## src/rtl/fight_referee.sv

```systemverilog
// fight_referee: combat controller above the two character animation FSMs.
// Detects hits on each frame tick, applies damage to hit points, drives the
// characters' hurt inputs and sequences the round (IDLE -> FIGHT -> OVER).
// Optional feature macro: ROUND_TIMER_EN enables the round timer and the
// timeout exit; without it time_left is a constant ROUND_SEC and only a KO
// ends the round.
module fight_referee #(
    parameter int MAX_HP        = 100,
    parameter int DAMAGE        = 10,
    parameter int CHIP_DAMAGE   = 2,
    parameter int HIT_FRAME     = 4,
    parameter int REACH         = 64,
    parameter int TICKS_PER_SEC = 60,
    parameter int ROUND_SEC     = 99
) (
    input  logic       Clk,
    input  logic       Reset,
    input  logic       frame_clk,
    input  logic       start,
    input  logic [7:0] p1_state,
    input  logic [7:0] p1_frame,
    input  logic [7:0] p2_state,
    input  logic [7:0] p2_frame,
    input  logic [9:0] p1_x,
    input  logic [9:0] p2_x,
    output logic       p1_hurt,
    output logic       p2_hurt,
    output logic [6:0] p1_hp,
    output logic [6:0] p2_hp,
    output logic [6:0] time_left,
    output logic       fight_en,
    output logic [1:0] game_state,
    output logic [1:0] winner
);

    typedef enum logic [1:0] {
        ST_IDLE  = 2'd0,
        ST_FIGHT = 2'd1,
        ST_OVER  = 2'd2
    } state_e;

    localparam logic [6:0]  MAX_HP_C    = 7'(MAX_HP);
    localparam logic [6:0]  DAMAGE_C    = 7'(DAMAGE);
    localparam logic [6:0]  CHIP_C      = 7'(CHIP_DAMAGE);
    localparam logic [7:0]  HIT_FRAME_C = 8'(HIT_FRAME);
    localparam logic [10:0] REACH_C     = 11'(REACH);
    localparam logic [6:0]  ROUND_SEC_C = 7'(ROUND_SEC);
    localparam logic [7:0]  ST_ATTACK_C = 8'd1;
    localparam logic [7:0]  ST_DEFEND_C = 8'd5;

    // HP never wraps: a hit bigger than the remaining HP leaves zero.
    function automatic logic [6:0] sat_sub(input logic [6:0] a, input logic [6:0] b);
        return (a > b) ? (a - b) : 7'd0;
    endfunction

    state_e      state_q, state_d;
    logic        fc_sync_q, fc_prev_q, tick_q;
    logic [6:0]  p1_hp_q, p1_hp_d, p2_hp_q, p2_hp_d;
    logic        p1_hurt_q, p1_hurt_d, p2_hurt_q, p2_hurt_d;
    logic        p1_hold_q, p1_hold_d, p2_hold_q, p2_hold_d;
    logic        p1_done_q, p1_done_d, p2_done_q, p2_done_d;
    logic [1:0]  winner_q, winner_d;
    logic        fight_en_q, fight_en_d;
    logic [10:0] dx_s;
    logic        p1_hit_s, p2_hit_s, start_s, timeout_s;
`ifdef ROUND_TIMER_EN
    logic [6:0]  time_left_q, time_left_d;
    logic [6:0]  sub_q, sub_d;
`endif

    // Hit detection: 11-bit absolute distance and per-player hit qualifiers.
    always_comb begin
        if (p1_x >= p2_x) begin
            dx_s = {1'b0, p1_x} - {1'b0, p2_x};
        end else begin
            dx_s = {1'b0, p2_x} - {1'b0, p1_x};
        end
        p1_hit_s = (p1_state == ST_ATTACK_C) && (p1_frame == HIT_FRAME_C) &&
                   !p1_done_q && (dx_s <= REACH_C);
        p2_hit_s = (p2_state == ST_ATTACK_C) && (p2_frame == HIT_FRAME_C) &&
                   !p2_done_q && (dx_s <= REACH_C);
        start_s  = start && (state_q != ST_FIGHT);
    end

    // Next-state logic for the round sequencer and all game registers.
    always_comb begin
        state_d   = state_q;
        p1_hp_d   = p1_hp_q;
        p2_hp_d   = p2_hp_q;
        p1_hurt_d = p1_hurt_q;
        p2_hurt_d = p2_hurt_q;
        p1_hold_d = p1_hold_q;
        p2_hold_d = p2_hold_q;
        p1_done_d = p1_done_q;
        p2_done_d = p2_done_q;
        winner_d  = winner_q;
        timeout_s = 1'b0;
`ifdef ROUND_TIMER_EN
        time_left_d = time_left_q;
        sub_d       = sub_q;
`endif
        if (start_s) begin
            // Start is sampled every clock, not only on ticks.
            state_d   = ST_FIGHT;
            p1_hp_d   = MAX_HP_C;
            p2_hp_d   = MAX_HP_C;
            p1_hurt_d = 1'b0;
            p2_hurt_d = 1'b0;
            p1_hold_d = 1'b0;
            p2_hold_d = 1'b0;
            p1_done_d = 1'b0;
            p2_done_d = 1'b0;
            winner_d  = 2'd0;
`ifdef ROUND_TIMER_EN
            time_left_d = ROUND_SEC_C;
            sub_d       = 7'd0;
`endif
        end else begin
            case (state_q)
                ST_IDLE: begin
                    state_d = ST_IDLE;
                end
                ST_OVER: begin
                    if (tick_q) begin
                        p1_hurt_d = 1'b0;
                        p2_hurt_d = 1'b0;
                        p1_hold_d = 1'b0;
                        p2_hold_d = 1'b0;
                    end else begin
                        state_d = ST_OVER;
                    end
                end
                ST_FIGHT: begin
                    if (tick_q) begin
                        // Done flag: set by a landed hit, cleared once the attack ends.
                        if (p1_hit_s) begin
                            p1_done_d = 1'b1;
                        end else if (p1_state != ST_ATTACK_C) begin
                            p1_done_d = 1'b0;
                        end else begin
                            p1_done_d = p1_done_q;
                        end
                        if (p2_hit_s) begin
                            p2_done_d = 1'b1;
                        end else if (p2_state != ST_ATTACK_C) begin
                            p2_done_d = 1'b0;
                        end else begin
                            p2_done_d = p2_done_q;
                        end

                        // Damage: a defending victim only takes chip damage.
                        if (p1_hit_s) begin
                            p2_hp_d = sat_sub(p2_hp_q, (p2_state == ST_DEFEND_C) ? CHIP_C : DAMAGE_C);
                        end else begin
                            p2_hp_d = p2_hp_q;
                        end
                        if (p2_hit_s) begin
                            p1_hp_d = sat_sub(p1_hp_q, (p1_state == ST_DEFEND_C) ? CHIP_C : DAMAGE_C);
                        end else begin
                            p1_hp_d = p1_hp_q;
                        end

                        // Hurt stays high for the hit tick and one further tick so the
                        // character FSM is sure to see it on its own frame edge.
                        if (p1_hit_s && (p2_state != ST_DEFEND_C)) begin
                            p2_hurt_d = 1'b1;
                            p2_hold_d = 1'b1;
                        end else if (p2_hold_q) begin
                            p2_hurt_d = 1'b1;
                            p2_hold_d = 1'b0;
                        end else begin
                            p2_hurt_d = 1'b0;
                            p2_hold_d = 1'b0;
                        end
                        if (p2_hit_s && (p1_state != ST_DEFEND_C)) begin
                            p1_hurt_d = 1'b1;
                            p1_hold_d = 1'b1;
                        end else if (p1_hold_q) begin
                            p1_hurt_d = 1'b1;
                            p1_hold_d = 1'b0;
                        end else begin
                            p1_hurt_d = 1'b0;
                            p1_hold_d = 1'b0;
                        end

`ifdef ROUND_TIMER_EN
                        if (sub_q == 7'(TICKS_PER_SEC - 1)) begin
                            sub_d = 7'd0;
                            if (time_left_q != 7'd0) begin
                                time_left_d = time_left_q - 7'd1;
                            end else begin
                                time_left_d = 7'd0;
                            end
                        end else begin
                            sub_d = sub_q + 7'd1;
                        end
                        timeout_s = (time_left_d == 7'd0);
`endif

                        // KO uses post-update HP and wins over a same-tick timeout.
                        if ((p1_hp_d == 7'd0) || (p2_hp_d == 7'd0)) begin
                            state_d = ST_OVER;
                            if ((p1_hp_d == 7'd0) && (p2_hp_d == 7'd0)) begin
                                winner_d = 2'd3;
                            end else if (p2_hp_d == 7'd0) begin
                                winner_d = 2'd1;
                            end else begin
                                winner_d = 2'd2;
                            end
                        end else if (timeout_s) begin
                            state_d = ST_OVER;
                            if (p1_hp_d > p2_hp_d) begin
                                winner_d = 2'd1;
                            end else if (p2_hp_d > p1_hp_d) begin
                                winner_d = 2'd2;
                            end else begin
                                winner_d = 2'd3;
                            end
                        end else begin
                            state_d = ST_FIGHT;
                        end
                    end else begin
                        state_d = ST_FIGHT;
                    end
                end
                default: begin
                    state_d = ST_IDLE;
                end
            endcase
        end
        fight_en_d = (state_d == ST_FIGHT);
    end

    // Register file: frame tick edge detector plus every game register.
    always_ff @(posedge Clk) begin
        if (Reset) begin
            fc_sync_q  <= 1'b0;
            fc_prev_q  <= 1'b0;
            tick_q     <= 1'b0;
            state_q    <= ST_IDLE;
            p1_hp_q    <= MAX_HP_C;
            p2_hp_q    <= MAX_HP_C;
            p1_hurt_q  <= 1'b0;
            p2_hurt_q  <= 1'b0;
            p1_hold_q  <= 1'b0;
            p2_hold_q  <= 1'b0;
            p1_done_q  <= 1'b0;
            p2_done_q  <= 1'b0;
            winner_q   <= 2'd0;
            fight_en_q <= 1'b0;
`ifdef ROUND_TIMER_EN
            time_left_q <= ROUND_SEC_C;
            sub_q       <= 7'd0;
`endif
        end else begin
            fc_sync_q  <= frame_clk;
            fc_prev_q  <= fc_sync_q;
            tick_q     <= fc_sync_q & ~fc_prev_q;
            state_q    <= state_d;
            p1_hp_q    <= p1_hp_d;
            p2_hp_q    <= p2_hp_d;
            p1_hurt_q  <= p1_hurt_d;
            p2_hurt_q  <= p2_hurt_d;
            p1_hold_q  <= p1_hold_d;
            p2_hold_q  <= p2_hold_d;
            p1_done_q  <= p1_done_d;
            p2_done_q  <= p2_done_d;
            winner_q   <= winner_d;
            fight_en_q <= fight_en_d;
`ifdef ROUND_TIMER_EN
            time_left_q <= time_left_d;
            sub_q       <= sub_d;
`endif
        end
    end

    assign p1_hurt    = p1_hurt_q;
    assign p2_hurt    = p2_hurt_q;
    assign p1_hp      = p1_hp_q;
    assign p2_hp      = p2_hp_q;
    assign fight_en   = fight_en_q;
    assign game_state = state_q;
    assign winner     = winner_q;
`ifdef ROUND_TIMER_EN
    assign time_left  = time_left_q;
`else
    assign time_left  = ROUND_SEC_C;
`endif

endmodule

```

## config.mk

```make
export PLATFORM = sky130hd
export DESIGN_NAME = fight_referee
export DESIGN_NICKNAME = d
export VERILOG_FILES = /design/src/rtl/fight_referee.sv
export SDC_FILE = /design/constraint.sdc
export NUM_CORES = 1
export LEC_CHECK = 0
export ABC_AREA = 1
export ABC_CLOCK_PERIOD_IN_PS = 9700
export CORE_UTILIZATION = 30
export DETAILED_ROUTE_END_ITERATION = 16
export PLACE_DENSITY_LB_ADDON = 0.1
export REMOVE_ABC_BUFFERS = 1
export SLEW_MARGIN = 20
export SYNTH_ARGS = -nofsm -noshare
export SYNTH_HDL_FRONTEND = slang
export SYNTH_SLANG_ARGS = --single-unit
```

## constraint.sdc

```tcl
create_clock -name Clk -period 9.7 [get_ports Clk]
set_input_delay 2.425 -clock Clk [delete_from_list [all_inputs] [get_ports Clk]]
set_output_delay 2.425 -clock Clk [all_outputs]
set_load 0.02 [all_outputs]
```

After elaboration in Yosys (flattened, before gate mapping)
Cells that the tools add are included.
{"block": "totals", "in_bits": 56, "ff_bits": 28, "word_cells": 103}
{"block": "classes", "n_mux": 39, "n_eq_ne": 16, "bitwise_logic": 2, "n_addsub": 4, "magnitude_cmp": 4, "n_reduce_logical": 24}
{"op": "7-bit two-way mux", "n": 10}
{"op": "8-bit by 3-bit equality test with 1-bit output, second input constant", "n": 4}
{"op": "10-bit by 10-bit subtractor with 11-bit output", "n": 2}
{"op": "8-bit by 1-bit equality test with 1-bit output, second input constant", "n": 2}
{"op": "8-bit by 1-bit inequality test with 1-bit output, second input constant", "n": 2}
{"op": "8-bit by 3-bit inequality test with 1-bit output, second input constant", "n": 2}
{"op": "1-bit two-way mux", "n": 15}
{"op": "7-bit by 4-bit > comparator with 1-bit output", "n": 2}
{"op": "7-bit logical NOT", "n": 2}
{"op": "7-bit by 4-bit subtractor with 7-bit output", "n": 2}
{"op": "2-bit two-way mux", "n": 6}
{"op": "3-bit AND reduction", "n": 4}
{"op": "11-bit by 7-bit less-or-equal comparator with 1-bit output, second input constant", "n": 1}
{"op": "11-bit two-way mux", "n": 1}
{"op": "10-bit greater-or-equal comparator", "n": 1}
{"op": "1-bit logical AND", "n": 10}
{"op": "4-bit two-way mux", "n": 2}
{"op": "1-bit one-hot mux with 2 select lines", "n": 4}
{"op": "2-bit nonzero test", "n": 3}
{"op": "2-bit by 1-bit equality test with 1-bit output, second input constant", "n": 2}
{"op": "2-bit inequality test, second input constant", "n": 2}
{"op": "2-bit one-hot mux with 2 select lines", "n": 1}
{"op": "2-bit equality test, second input constant", "n": 1}
{"op": "1-bit logical NOT", "n": 2}
{"op": "6 further kinds", "n": 6}

Depth between registers and ports, before layout
Gate-level depths: netlist (run 1).
{"block": "logic_depth", "depth_word": 15, "ltp_mapped": 30}

Worst setup path before layout (run 1)
Ideal clock, no wire load.
{"block": "synth_path", "kind": "input to register", "start": "in p2_state[7]", "end": "reg fight_en_q (netlist: fight_en)", "cell_stages": 23, "setup_time_ns": 0.118, "setup_slack_ns": 4.712, "arrival_time_ns": 4.870, "path_cell_list": "nor4_1 inv_1 nor4_1 ha_1 inv_1 nor2_1 nor3_1 nand2_1 a21oi_1 or2_2 nand3_1 nand2_1 nand2_1 nor2_1 nand2_1 nand2_1 nand2_1 nand2_1 nand2_1 nand2_1 nand2_1 nand2_1 nor2_1"}
{"block": "synth_via", "elab_chain_len": 15, "elab_cells_between_ends": 25, "classes_between": "add/sub: 1; order compare: 1; eq/ne: 3; mux: 14; reduce/logical: 6"}
{"element": "start, declared", "line": "22", "source": "input logic [7:0] p2_state,"}
{"element": "8-bit by 3-bit equality test with 1-bit output / 8-bit by 1-bit equality test with 1-bit output (equally long branches)", "line": "153, 80"}
{"element": "4-bit two-way mux / 1-bit logical AND (equally long branches)", "line": "153, 80"}
{"element": "7-bit by 4-bit subtractor with 7-bit output, or another cell as far along", "line": "53", "source": "return (a > b) ? (a - b) : 7'd0;"}
{"element": "7-bit two-way mux / 1-bit logical AND (equally long branches)", "line": "53, 81"}
{"element": "7-bit two-way mux (on tied branches)", "line": "152, 157"}
{"element": "7-bit two-way mux", "line": "134", "source": "if (tick_q) begin"}
{"element": "7-bit two-way mux", "line": "119", "source": "case (state_q)"}
{"element": "7-bit two-way mux", "line": "102", "source": "if (start_s) begin"}
{"element": "7-bit logical NOT", "line": "201", "source": "if ((p1_hp_d == 7'd0) || (p2_hp_d == 7'd0)) begin"}
{"element": "1-bit logical OR (*)", "line": "201"}
{"element": "2-bit two-way mux (*)", "line": "201"}
{"element": "2-bit two-way mux (*)", "line": "134"}
{"element": "2-bit one-hot mux with 2 select lines (*)", "line": "119"}
{"element": "2-bit two-way mux (*)", "line": "102"}
{"element": "2-bit by 1-bit equality test with 1-bit output (*)", "line": "231", "source": "fight_en_d = (state_d == ST_FIGHT);"}
{"element": "end signal, assigned", "line": "269", "source": "fight_en_q <= fight_en_d;"}
{"element": "end, declared", "line": "63", "source": "logic fight_en_q, fight_en_d;"}
Mark *: on every way between the ends. The rest lies on a longest branch, timed or not. The select of a mux whose other input is x is not followed.
A chain may end at the register's enable or synchronous reset.

Worst setup path after layout (run 1)
Ends and elaborated chain as after synthesis.

==> results of run 1 <==
power groups by stage:
stage / Combinational [uW] / Clock [uW] / Sequential [uW]
after floorplan: 75.9 / 0 / 121
after global placement: 119 / 0 / 120
after detailed placement: 120 / 0 / 120
after CTS: 121 / 77.7 / 117
after global routing: 136 / 81.7 / 118
final: 121 / 74.3 / 117
metal layers:
layer,GRT usage,vias up,part of all wire,wire [um]
li1,-,1785,-,-
met1,0.236,1475,0.52,4320
met2,0.262,91,0.42,3520
met3,0.0253,4,0.059,496
met4,0.0143,0,0.0036,30
met5,0,-,0,0
per-stage QoR:
stage	power, uW	hold WS, ps
final	313	396
after global routing	335	427
after CTS	316	398
after detailed placement	240	383
after global placement	239	378
after floorplan	197	373
critical path, stage by stage:
cell,delay (ps)
clkdlybuf4s50_1,400
nor4_1,350
inv_1,100
nor4_1,240
ha_1,320
inv_1,100
nor2_1,60
nor3_1,190
nand2_1,100
a21oi_1,390
or2_2,180
nand3_1,70
nand2_1,110
nand2_1,50
nor2_1,130
nand2_1,70
nand2_1,80
nand2_1,50
nand2_1,50
nand2_1,40
nand2_1,50
nand2_1,40
nand2_1,80
nor2_1,40
cells by family after synthesis:
kind of cell | count (synthesis) | synth area share
AOI/OAI and AO/OA | 64 | 0.121
xor gates and xnor gates | 5 | 0.0146
adders and majority gates | 27 | 0.112
buffers and inverters | 111 | 0.148
DFF | 28 | 0.186
other | 2 | 0.00250
and+or+nand+nor | 283 | 0.415
cells in the final DEF, fill, tap and decap left out, types with 7 or more instances in the layout:
cell             instances
a21oi_1                 32
clkdlybuf4s50_1         76
conb_1                   7
dfxtp_1                 28
ha_1                    27
inv_1                   91
inv_2                    8
nand2_1                146
nand3_1                 44
nand4_1                 10
nor2_1                  47
nor3_1                   8
nor4_1                   8
o21ai_0                 11
path summary, 6_finish.rpt:
kind	endpoint	startpoint	slack, ps
worst max-delay path	fight_en$_SDFF_PP0_	p2_state[7]	4170
worst min register to register	tick_q$_SDFF_PP0_	fc_prev_q$_SDFF_PP0_	400
worst max register to register	fight_en$_SDFF_PP0_	p2_hp[3]$_SDFFE_PP0P_	7060
worst min-delay path	tick_q$_SDFF_PP0_	fc_prev_q$_SDFF_PP0_	400
flip-flops by register name, indices dropped and copies added (netlist names), 2 cells and up:
signal      flops
game_state      2
p1_hp           7
winner          2
p2_hp           7
final cells by class:
class	instances	area share
multi-input combinational	386	0.514
timing repair buffer	76	0.193
sequential	28	0.142
inverter	99	0.0944
tap	133	0.0423
clock buffer	4	0.0140
==> impl_metrics.json, run 1 <==
{
  "status": "completed",
  "pwr_density_cell_mw_per_mm2": 79.4,
  "max-slew-margin-rel": 0.495,
  "finClkSkew_ps": 2.56,
  "first_global_vias": 3093,
  "multi_input_comb_area_mm2": 0.00202,
  "diodes": 0,
  "cts-buffers-inserted": 3,
  "clk_pin_slew_ps": 100,
  "num_io_pins": 84,
  "cts.path.max_buffers": 2,
  "syn_inst": 520,
  "antenna_found_initial": 0,
  "vias": 3355,
  "numPortBuffers": 76,
  "final_antenna_net_count": 0,
  "ys_top_cells_by_area": "dfxtp_1 19%, nand2_1 18%, inv_1 11%, ha_1 11%, nand3_1 7.3%",
  "dp_hpwl_um": 6910,
  "drc": 0,
  "hold_path_depth": 1,
  "grt_max_degree": 17,
  "yosysMostFrequentCell": "nand2_1",
  "finalCritPeriodShare": 0.570,
  "period_needed_ps": 5530,
  "first_iter_violations": 136,
  "register_area_um2": 561,
  "critPathKind": "primary input to register",
  "fin_tns_setup_ps": 0,
  "synth_top_area_frac": 0.186,
  "cp-end-kind": "register",
  "synth.avg_cell_area_um2": 5.79,
  "grt_first_pass_wirelength_um": 13800,
  "synth_warnings": 0,
  "cp-start-kind": "primary input",
  "first_pass_iters": 4,
  "rsz0062_at_grt": "false",
  "core-area_mm2": 0.00973,
  "fin_ws_ps": 4170,
  "synth_seq_cells": 28,
  "fmax_ghz": 0.181,
  "drt_wl_total_um": 8370,
  "cts.repair.resized": 0,
  "die_y_um": 102,
  "clockRootBuffer": "clkbuf_8",
  "finalNetCount": 677,
  "power_frac_seq": 0.375,
  "htreeDepth": 1,
  "peakVddDrop_v": 0.0000523,
  "ys_types": 34,
  "finalSetupViolCount": 0,
  "min_path_type": "register to register",
  "ff2ff_path_depth": 20,
  "syn_to_final_growth_pct": 30.8,
  "synth.yosys.seq_area_share": 0.186,
  "via_per_inst": 4.62,
  "critPathArrivalTime_ps": 5710,
  "synth.largest_area_cell": "dfxtp_1",
  "clock_latency_ps": 280,
  "final_area_mm2": 0.00394,
  "p_leak_uw": 0.00196,
  "gp_congestion": 0.879,
  "synth_commonest_cells": "146 x nand2_1, 91 x inv_1, 47 x nor2_1, 44 x nand3_1, 32 x a21oi_1",
  "rows": 36,
  "die_x_um": 102,
  "fillCellCount": 1091,
  "place_ws_ps": 3840,
  "switching_power_uw": 109,
  "p_sw_frac": 0.350,
  "dieArea_mm2": 0.0104,
  "initial_core_util": 0.309,
  "grt_overflow": 0,
  "finalMaxSlewViolations": 0,
  "worstPathMaxFanout": 7,
  "async_flop_share": 0,
  "layout-drive-gt1-share": 0.0489,
  "syn_area_mm2": 0.00301,
  "hold_violations": 0,
  "stdcell_count": 726,
  "power.internal_uw": 203,
  "synth_edf_count": 0,
  "post_cts_buffers": 0,
  "clock_power_share": 0.238,
  "wl_per_cell_um": 11.5,
  "utilization": 0.405,
  "combPwrFrac": 0.387,
  "cts.sinks": 28,
  "ys.flop_type": "dfxtp_1",
  "cp_data_required_time_ps": 9880,
  "drv_cap": 0,
  "numPlacedInstances": 722,
  "dpl_cell_area_mm2": 0.00388,
  "worstMarginPinSlew_ps": 752,
  "cts_tree": "done",
  "holdBufCountCts": 0,
  "grt_usage": 0.163
}
Note: power is estimated with default switching activity, not from simulation.
==> inputs of run 2 (changes only) <==
ABC_CLOCK_PERIOD_IN_PS = 5290   (was 9700)
clock period = 5.29 ns   (was 9.7 ns; I/O delays follow)
==> run 2 against run 1 <==
Compared with the run above:
- via count is 0.80% lower
- wire length down 1.1%
- clock skew up 2.1 ps
- flip-flop and latch count unchanged
- worst setup slack got worse by 3300 ps
- hold slack better by 2.4 ps
- final area is the same
- non-clock buffer count is the same
- core utilization unchanged
- critical path depth did not move
- global-route usage down 0.40 points
- die area unchanged
==> impl_metrics.json, run 2 (synthesis results as in run 1) <==
{
  "hold_path_depth": 1,
  "grt_overflow": 0,
  "dieArea_mm2": 0.0104,
  "rows": 36,
  "cts.repair.resized": 0,
  "critPathArrivalTime_ps": 4630,
  "rsz0062_at_grt": "false",
  "die_x_um": 102,
  "p_leak_uw": 0.00196,
  "worstMarginPinSlew_ps": 754,
  "clk_pin_slew_ps": 100,
  "max-slew-margin-rel": 0.493,
  "critPathKind": "primary input to register",
  "layout-drive-gt1-share": 0.0489,
  "final_antenna_net_count": 0,
  "final_area_mm2": 0.00394,
  "core-area_mm2": 0.00973,
  "mostFrequentLayoutCells": "146 x nand2_1, 91 x inv_1, 76 x clkdlybuf4s50_1",
  "fmax_ghz": 0.224,
  "fillCellCount": 1070,
  "gp_congestion": 0.879,
  "switching_power_uw": 200,
  "finalMaxSlewViolations": 0,
  "cp-start-kind": "primary input",
  "fin_tns_setup_ps": 0,
  "first_global_vias": 3032,
  "hold_violations": 0,
  "drt_wl_total_um": 8270,
  "combPwrFrac": 0.386,
  "finClkSkew_ps": 4.66,
  "numPortBuffers": 76,
  "dpl_cell_area_mm2": 0.00388,
  "htreeDepth": 1,
  "first_iter_violations": 140,
  "min_path_type": "register to register",
  "final_common_cell": "nand2_1",
  "finalSetupViolCount": 0,
  "peakVddDrop_v": 0.0000852,
  "period_needed_ps": 4460,
  "cts.sinks": 28,
  "power.internal_uw": 373,
  "cp_data_required_time_ps": 5470,
  "clockRootBuffer": "clkbuf_8",
  "grt_first_pass_wirelength_um": 13500,
  "ff2ff_path_depth": 20,
  "num_io_pins": 84,
  "finalNetCount": 677,
  "pwr_density_cell_mw_per_mm2": 145,
  "wl_per_cell_um": 11.4,
  "grt_max_degree": 17,
  "finalCritPeriodShare": 0.843,
  "clock_latency_ps": 280,
  "cts.path.max_buffers": 2,
  "cp-end-kind": "register",
  "cts-buffers-inserted": 3,
  "status": "completed",
  "antenna_found_initial": 0,
  "syn_to_final_growth_pct": 30.8,
  "first_pass_iters": 4,
  "cts_tree": "done",
  "via_per_inst": 4.58,
  "initial_core_util": 0.309,
  "dp_hpwl_um": 6840,
  "die_y_um": 102,
  "vias": 3328,
  "power_frac_seq": 0.376,
  "diodes": 0,
  "p_sw_frac": 0.349,
  "holdBufCountCts": 0,
  "clock_power_share": 0.239,
  "post_cts_buffers": 0,
  "grt_usage": 0.159,
  "drc": 0,
  "drv_cap": 0,
  "worstPathMaxFanout": 7
}
==> run 2: cell counts in the layout (fill, tap and decap cells not counted) <==
Identical to the previous run, type by type.
==> run 2: power groups by stage <==
| stage | clock network (uW) | logic, uW | registers [uW] |
|---|---|---|---|
| 6_report | 137 | 221 | 215 |
| 5_1_grt | 149 | 249 | 216 |
| 4_1_cts | 141 | 221 | 215 |
| 3_5_place_dp | 0 | 220 | 220 |
| 3_3_place_gp | 0 | 219 | 220 |
| 2_1_floorplan | 0 | 139 | 221 |
==> run 2: metrics by stage <==
step	worst slack (ps)	util	total power [uW]	hold WS, ps	instances
floorplan	1400	-	361	373	513
global placement	656	0.399	439	378	722
detailed placement	534	0.399	439	385	722
CTS	823	0.405	577	401	726
global route	257	0.405	614	430	726
finish	832	0.405	572	399	726
==> run 2: path summary, 6_finish.rpt <==
check | startpoint | to | slack, ps
worst max-delay path | p2_state[7] | fight_en$_SDFF_PP0_ | 830
worst min-delay path | fc_prev_q$_SDFF_PP0_ | tick_q$_SDFF_PP0_ | 400
worst max register to register | p2_hp[3]$_SDFFE_PP0P_ | fight_en$_SDFF_PP0_ | 2640
worst min register to register | fc_prev_q$_SDFF_PP0_ | tick_q$_SDFF_PP0_ | 400
==> run 2: layout make-up <==
cell class	count	area [um2]	share of cell area
sequential	28	561	0.142
tap	133	166	0.0423
inverter	99	372	0.0944
timing repair buffer	76	761	0.193
clock buffer	4	55.1	0.0140
multi-input combinational	386	2020	0.514
==> run 2: per-layer routing <==
| layer | wire (um) | track usage |
|---|---|---|
| met5 | 0 | 0 |
| met2 | 3480 | 0.257 |
| met4 | 12 | 0.0121 |
| met3 | 448 | 0.0267 |
| met1 | 4340 | 0.229 |
==> run 2: worst max-delay path: stages <==
cell and delay [ps]:
clkdlybuf4s50_1 400, nor4_1 360, inv_1 100, nor4_1 250, ha_1 320, inv_1 100
nor2_1 60, nor3_1 190, nand2_1 100, a21oi_1 400, or2_2 180, nand3_1 70
nand2_1 110, nand2_1 50, nor2_1 130, nand2_1 70, nand2_1 80, nand2_1 50
nand2_1 50, nand2_1 40, nand2_1 50, nand2_1 40, nand2_1 70, nor2_1 40
